**src/rtl/seq_barrel_shift_left_if.sv**
```systemverilog
// Operand/result bus for the sequential left shifter: valid/ready in, valid/ready out, plus busy.
// Latency: none; signal bundle only.
// Backpressure: out_ready stalls the result side, and in_ready gates the operand side.
// Optional feature macro: SEQ_SHL_ROTATE_EN adds the rot select bit.
interface seq_barrel_shift_left_if #(
    parameter int WIDTH = 32,
    parameter int AMT_W = 5
);
    logic             in_valid;
    logic             in_ready;
    logic [WIDTH-1:0] in_data;
    logic [AMT_W-1:0] in_amt;
    logic             out_valid;
    logic             out_ready;
    logic [WIDTH-1:0] out_data;
    logic             busy;
`ifdef SEQ_SHL_ROTATE_EN
    logic             rot;

    modport master (
        output in_valid, in_data, in_amt, rot, out_ready,
        input  in_ready, out_valid, out_data, busy
    );
    modport slave (
        input  in_valid, in_data, in_amt, rot, out_ready,
        output in_ready, out_valid, out_data, busy
    );
`else
    modport master (
        output in_valid, in_data, in_amt, out_ready,
        input  in_ready, out_valid, out_data, busy
    );
    modport slave (
        input  in_valid, in_data, in_amt, out_ready,
        output in_ready, out_valid, out_data, busy
    );
`endif
endinterface

```
**src/rtl/seq_barrel_shift_left.sv**
```systemverilog
// Multi-cycle logical left shifter, one shift-amount bit per clock (MSB stage first).
// Latency: AMT_W clocks from the accept edge to out_valid, independent of the amount.
// Backpressure: the result is held in DONE until out_ready; no operand is taken until back in IDLE.
// Optional feature macro: SEQ_SHL_ROTATE_EN (rot=1 turns each stage into a rotate-left).
module seq_barrel_shift_left #(
    parameter int WIDTH = 32,
    parameter int AMT_W = 5
) (
    input  logic                  clk,
    input  logic                  rst_n,
    seq_barrel_shift_left_if.slave bus
);
    // Stage counter only has to hold AMT_W-1..0.
    localparam int SW = (AMT_W > 1) ? $clog2(AMT_W) : 1;

    typedef enum logic [1:0] {
        IDLE  = 2'd0,
        SHIFT = 2'd1,
        DONE  = 2'd2
    } state_t;

    state_t           state;
    state_t           state_nxt;
    logic [WIDTH-1:0] acc;
    logic [WIDTH-1:0] acc_step;
    logic [AMT_W-1:0] amt;
    logic [SW-1:0]    stage;
    logic [AMT_W-1:0] step;
    logic             accept;
`ifdef SEQ_SHL_ROTATE_EN
    logic             rot_q;
    logic [AMT_W:0]   back;
`endif

    // One stage of the shifter: move acc by 2^stage when this amount bit is set.
    always_comb begin
        step     = AMT_W'(1) << stage;
        acc_step = acc;
`ifdef SEQ_SHL_ROTATE_EN
        // step is never zero, so WIDTH-step stays below WIDTH and the wrap term is well defined.
        back = (AMT_W+1)'(WIDTH) - (AMT_W+1)'(step);
        if (amt[stage]) begin
            if (rot_q) begin
                acc_step = (acc << step) | (acc >> back);
            end else begin
                acc_step = acc << step;
            end
        end
`else
        if (amt[stage]) begin
            acc_step = acc << step;
        end
`endif
    end

    // Control state register.
    always_ff @(posedge clk or negedge rst_n) begin
        if (!rst_n) begin
            state <= IDLE;
        end else begin
            state <= state_nxt;
        end
    end

    // Next-state and handshake outputs; DONE never asserts in_ready, so no accept on the output handshake.
    always_comb begin
        state_nxt     = state;
        accept        = 1'b0;
        bus.in_ready  = 1'b0;
        bus.out_valid = 1'b0;
        bus.busy      = 1'b1;
        case (state)
            IDLE: begin
                bus.in_ready = 1'b1;
                bus.busy     = 1'b0;
                if (bus.in_valid) begin
                    accept    = 1'b1;
                    state_nxt = SHIFT;
                end
            end
            SHIFT: begin
                if (stage == '0) begin
                    state_nxt = DONE;
                end
            end
            DONE: begin
                bus.out_valid = 1'b1;
                if (bus.out_ready) begin
                    state_nxt = IDLE;
                end
            end
            default: begin
                state_nxt = IDLE;
            end
        endcase
    end

    // Datapath: capture the operand on accept, then apply one stage per SHIFT cycle.
    always_ff @(posedge clk or negedge rst_n) begin
        if (!rst_n) begin
            acc   <= '0;
            amt   <= '0;
            stage <= '0;
`ifdef SEQ_SHL_ROTATE_EN
            rot_q <= 1'b0;
`endif
        end else if (accept) begin
            acc   <= bus.in_data;
            amt   <= bus.in_amt;
            stage <= SW'(AMT_W - 1);
`ifdef SEQ_SHL_ROTATE_EN
            rot_q <= bus.rot;
`endif
        end else if (state == SHIFT) begin
            acc <= acc_step;
            if (stage != '0) begin
                stage <= stage - SW'(1);
            end
        end
    end

    // acc only changes in SHIFT, so it is stable for the whole DONE phase.
    assign bus.out_data = acc;

endmodule

```
**src/flat_wrapper.sv**
```systemverilog
// flat-port wrapper written by rule: the top's interface ports become plain ports
module seq_barrel_shift_left_flat 
#(
    parameter int WIDTH = 32,
    parameter int AMT_W = 5
)
  (clk, rst_n, bus_in_valid, bus_in_data, bus_in_amt, bus_out_ready, bus_in_ready, bus_out_valid, bus_out_data, bus_busy);
  seq_barrel_shift_left_if #(.WIDTH(WIDTH), .AMT_W(AMT_W)) bus_i ();
  input  logic clk;
  input  logic rst_n;
  input wire logic [$bits(bus_i.in_valid)-1:0] bus_in_valid;
  input wire logic [$bits(bus_i.in_data)-1:0] bus_in_data;
  input wire logic [$bits(bus_i.in_amt)-1:0] bus_in_amt;
  input wire logic [$bits(bus_i.out_ready)-1:0] bus_out_ready;
  output wire logic [$bits(bus_i.in_ready)-1:0] bus_in_ready;
  output wire logic [$bits(bus_i.out_valid)-1:0] bus_out_valid;
  output wire logic [$bits(bus_i.out_data)-1:0] bus_out_data;
  output wire logic [$bits(bus_i.busy)-1:0] bus_busy;
  assign bus_i.in_valid = bus_in_valid;
  assign bus_i.in_data = bus_in_data;
  assign bus_i.in_amt = bus_in_amt;
  assign bus_i.out_ready = bus_out_ready;
  assign bus_in_ready = bus_i.in_ready;
  assign bus_out_valid = bus_i.out_valid;
  assign bus_out_data = bus_i.out_data;
  assign bus_busy = bus_i.busy;
  seq_barrel_shift_left #(.WIDTH(WIDTH), .AMT_W(AMT_W)) u_core (.clk(clk), .rst_n(rst_n), .bus(bus_i));
endmodule
```
**config.mk**
```make
export PLATFORM = sky130hd
export DESIGN_NAME = seq_barrel_shift_left_flat
export DESIGN_NICKNAME = d
export VERILOG_FILES = /design/src/rtl/seq_barrel_shift_left_if.sv /design/src/rtl/seq_barrel_shift_left.sv /design/src/flat_wrapper.sv
export SDC_FILE = /design/constraint.sdc
export NUM_CORES = 1
export LEC_CHECK = 0
export BUFFER_PORTS_ARGS = -buffer_cell sky130_fd_sc_hd__buf_2
export CAP_MARGIN = 25
export CORE_MARGIN = 2
export CORE_UTILIZATION = 35
export DETAILED_ROUTE_END_ITERATION = 8
export MAX_ROUTING_LAYER = met4
export PLACE_DENSITY = 0.53
export SETUP_SLACK_MARGIN = 0.5
export SLEW_MARGIN = 20
export SYNTH_ARGS = -nofsm -noshare
export SYNTH_HDL_FRONTEND = slang
export SYNTH_SLANG_ARGS = --single-unit
```
**constraint.sdc**
```tcl
create_clock -name clk -period 3.2 [get_ports clk]
set_input_delay 0.32 -clock clk [delete_from_list [all_inputs] [get_ports clk]]
set_output_delay 0.32 -clock clk [all_outputs]
set_load 0.02 [all_outputs]
```
; ---- Word level (Yosys, flattened, before mapping)
; Index checks and enable logic that the tools add are counted.
[totals]
reg_bits = 42
word_cells = 39
out_inout_bits = 35
in_bits = 41
[op_classes]
n_shift = 2
eq_ne = 5
n_addsub = 1
n_reduce_logical = 9
order_cmp = 1
muxes = 17
[op_table]
columns = op, count
row1 = 32-bit two-way mux, 3
row2 = 32-bit by 5-bit left shift with 32-bit output, 1
row3 = 3-bit two-way mux, 3
row4 = 1-bit two-way mux, 6
row5 = 2-bit two-way mux, 3
row6 = 2-bit case mux with 3 select lines, 1
row7 = 2-bit nonzero test, 3
row8 = 1-bit by 3-bit left shift with 5-bit output (first input constant), 1
row9 = 3-bit by 4-bit < comparator with 1-bit output (second input constant), 1
row10 = 2-bit inequality test (second input constant), 2
row11 = 2-bit AND reduction, 2
row12 = 1-bit binary-select mux with 3-bit select, 1
row13 = 3-bit logical NOT, 1
row14 = 3-bit AND reduction, 1
row15 = 3-bit nonzero test, 1
row16 = 3-bit by 1-bit subtractor with 3-bit output (second input constant), 1
row17 = 2-bit by 1-bit == test with 1-bit output (second input constant), 1
row18 = 2-bit == test (second input constant), 1
row19 = 2-bit logical NOT, 1
row20 = 2-bit by 1-bit inequality test with 1-bit output (second input constant), 1

; ---- Longest topological paths before layout
[logic_depth]
word_depth = 5
ltp_mapped = 11
ltp_nobuf = 7

; ---- Worst setup path before layout
; OpenSTA, ideal clock, no wires.
[synth_path]
path_kind = register to register
startpoint = register u_core.stage[1]
endpoint = register u_core.acc[31] (netlist: u_core.bus.out_data[31])
path_buffers = 1
required_ps = 3075
setup_ps = 125
t_arrival_ps = 2187
stages_incl_launch_ff = 9
path_slack_ps = 889
period_less_slack_ps = 2311
path_cell_list = dfrtp_1 inv_1 ha_1 nor2b_4 buf_12 mux4_2 mux2i_1 o221ai_1 mux2_2
[synth_via]
elab_chain_len = 5
elab_cells_between_ends = 9
cone_classes = 2 x shift / 5 x mux / 2 x reduce/logical
[synth_lines]
columns = element, line_no
row1 = start: declaration, seq_barrel_shift_left.sv:27  ; logic [SW-1:0] stage;
row2 = start signal: assignment, seq_barrel_shift_left.sv:110  ; stage <= SW'(AMT_W - 1);
row3 = start signal: assignment, seq_barrel_shift_left.sv:117  ; stage <= stage - SW'(1);
row4 = 1-bit by 3-bit left shift with 5-bit output, seq_barrel_shift_left.sv:37  ; step = AMT_W'(1) << stage;
row5 = 32-bit by 5-bit left shift with 32-bit output, seq_barrel_shift_left.sv:51  ; acc_step = acc << step;
row6 = 32-bit two-way mux, seq_barrel_shift_left.sv:50  ; if (amt[stage]) begin
row7 = 32-bit two-way mux, seq_barrel_shift_left.sv:114  ; end else if (state == SHIFT) begin
row8 = 32-bit two-way mux, seq_barrel_shift_left.sv:107  ; end else if (accept) begin
row9 = end signal: assignment, seq_barrel_shift_left.sv:108  ; acc <= bus.in_data;
row10 = end signal: assignment, seq_barrel_shift_left.sv:115  ; acc <= acc_step;
row11 = end: declaration, seq_barrel_shift_left.sv:24  ; logic [WIDTH-1:0] acc;
; Parallel ways exist; a longest one is shown, timed or not. The select of a mux whose other input is x is not followed.
; A chain may end at the register's enable or synchronous reset.

; ---- Worst setup path in the final report
[layout_path]
startpoint = register u_core.stage[0]
endpoint = register u_core.acc[1] (netlist: u_core.bus.out_data[1])
; The elaborated chain is that of the path after synthesis.

==> flow_summary.ini <==
[setup_path]
r2r_end = u_core.bus.out_data[1]$_DFFE_PN0P_
required_ps = 3450
crit_start = u_core.stage[0]$_DFFE_PN0P_
r2r_cells = 7
path_class = flop to flop
start_kind = flop
reg2reg_slack_ps = 600
crit_end = u_core.bus.out_data[1]$_DFFE_PN0P_
arrival_ps = 2850
reg2reg_from = u_core.stage[0]$_DFFE_PN0P_
cp-end-kind = flop
critical_path_peak_fanout = 23

[global_routing]
grt_max_degree = 35
grt_usage_pct = 24.68
grt.busiest_layer = met2
grt_pass1_vias = 3733
met3_usage_pct = 4.244
use_met2_pct = 36.88
antenna_found_initial = 0
grt_first_pass_wirelength_um = 21450
gr-usage-met1_pct = 33.51
grt-ovfl-total = 0

[synthesis]
yosysTopAreaCell = dfrtp_1
ys.flop_type = dfrtp_1
seq_area_frac_synth_pct = 27.42
synthTopCellsByArea = dfrtp_1 27%, mux4_2 11%, mux2i_1 7.8%
yosys-top-cells-count = 50 x nand2_1, 42 x dfrtp_1, 30 x mux2i_1
synth.most_common_cell = nand2_1
synth_cells = 404
synth_fp_nets = 450
synth_seq_cells = 42
synth.avg_cell_area_sq_um = 9.489
synth-async-reset-ratio_pct = 100.0
yosys.area.top_type_share_pct = 27.42
synth_edf_count = 0
mappedNetlistArea_sq_um = 3834
yosysWarningCount = 0
ys_types = 73

[routing]
vias = 3789
first_pass_iters = 5
drtIter0Drc = 355
detail-route-antenna-nets = 0
viasPerCell = 6.131
wl_um = 13740
route.detailed.drc = 0
wl_per_cell_um = 22.22

[power_and_ir_drop]
irDropWorstVdd_mv = 0.4338
power_density_nw_per_um2 = 1277
leakagePower_nw = 1.962

[sta]
rsz0062_at_grt = yes
hold_viol = 0
finalSetupViolCount = 0
final.period_utilization_pct = 81.29
final.setup.tns_ps = 0
whs_ps = 168.9
post-route-min-period_ps = 2601
skew_ps = 8.503
fmax_ghz = 0.3844
relSlewSlack_pct = 41.48
maxSlewViolCount = 0
worst_slew_pin_slew_ps = 877.8

[die]
rows = 38
core_sq_um = 10750
start_util_pct = 35.68
ioPinCount = 76
die-area_sq_um = 11810
fp.dieW_um = 108.7
die_h_um = 108.7

[cts]
cts_tree = yes
cts-root-buf = clkbuf_8
htreeDepth = 2
numCtsBuffers = 5
clk_latency_ps = 300
cts_buffer_depth = 2
cts_sinks = 42
path_clk_slew_ps = 90

[placed_design]
gp_congestion = 0.9327
dp_hpwl_um = 10000
numPortBuffers = 75
place_area_sq_um = 4310

[cells_and_area]
drive_gt1_share_pct = 33.05
n_antenna_cell = 0
design_area_sq_um = 4547
areaGrowthSynthToFinish_pct = 18.60
final_nets = 523
final_core_utilization_pct = 42.31

[run_status]
status = complete, no violations

[min_path]
hp-class = primary input to flop
min_path_cells = 2

[flow_run]
cap_violations = 0
worst min path at each step:
stage / from / slack [ps] / endpoint
finish: bus_out_ready / 170 / u_core.state[1]$_DFFE_PN0P_
global route: bus_out_ready / 180 / u_core.state[1]$_DFFE_PN0P_
CTS: bus_out_ready / 160 / u_core.state[1]$_DFFE_PN0P_
detailed placement: rst_n / 300 / u_core.state[1]$_DFFE_PN0P_
global placement: u_core.amt[2]$_DFFE_PN0P_ / 460 / u_core.amt[2]$_DFFE_PN0P_
floorplan: rst_n / 20 / u_core.amt[0]$_DFFE_PN0P_
logic make-up after synthesis:
logic type	synth area share [%]
AND/OR/NAND/NOR	18.51
AO/OA/AOI/OAI	23.66
multiplexers	21.54
buffers and inverters	7.017
flip-flops	27.42
adder cells (fa/ha/maj)	1.632
XOR/XNOR	0.2285
layout make-up:
type	count	area, sq um
Fill cell	1121	6198
Multi-Input combinational cell	315	2554
Sequential cell	42	1051
Timing Repair Buffer	104	624.3
Tap cell	140	175.2
Clock buffer	5	68.82
Clock inverter	3	40.04
Inverter	9	33.78
per-stage QoR:
step                      power (W)  worst slack [ps]  instances
after global placement     0.005152             494.9        599
final                      0.005807             598.8        618
after floorplan            0.004046             888.6        404
after detailed placement   0.005176             474.0        600
after CTS                  0.005713             505.2        618
after global routing       0.006199             457.0        618
registers in the layout (all words and copies together), names as in the netlist:
signal / cells
u_core.amt: 5
u_core.bus.out_data: 32
u_core.stage: 3
u_core.state: 2
routing by layer:
metal | vias up | share of wire (%)
li1 | 1704 | -
met1 | 1865 | 46
met2 | 183 | 44
met3 | 37 | 7.1
met4 | 0 | 2.9
met5 | - | 0
where the power goes:
group	internal (W)	switching, W
combinational	0.00178	0.00236
clock	0.000230	0.000209
sequential	0.000795	0.000440
cells in the final DEF (no fill, tap or decap), types with 11 or more instances in the layout:
cell type and count:
mux2i_1 25, nor3_1 13, mux4_2 18, buf_2 75, a221o_1 11, dfrtp_1 42, nor2_1 26, buf_4 25
nand2_1 50, o22ai_1 12
timing repair:
item	4_1_cts	5_1_grt
buffers inserted	9	0
endpoints found under the hold margin	17	0
setup endpoints to repair	3	22
gates resized for setup	0	10
hold buffers	1	0
critical path: stages, from the launching register on:
cell      delay (ps)
dfrtp_1          440
inv_1            140
ha_1             300
buf_6            210
and2_1           240
a2111o_2         650
nor4_1           380
a221o_1          160
(Power assumes the default switching activity.)
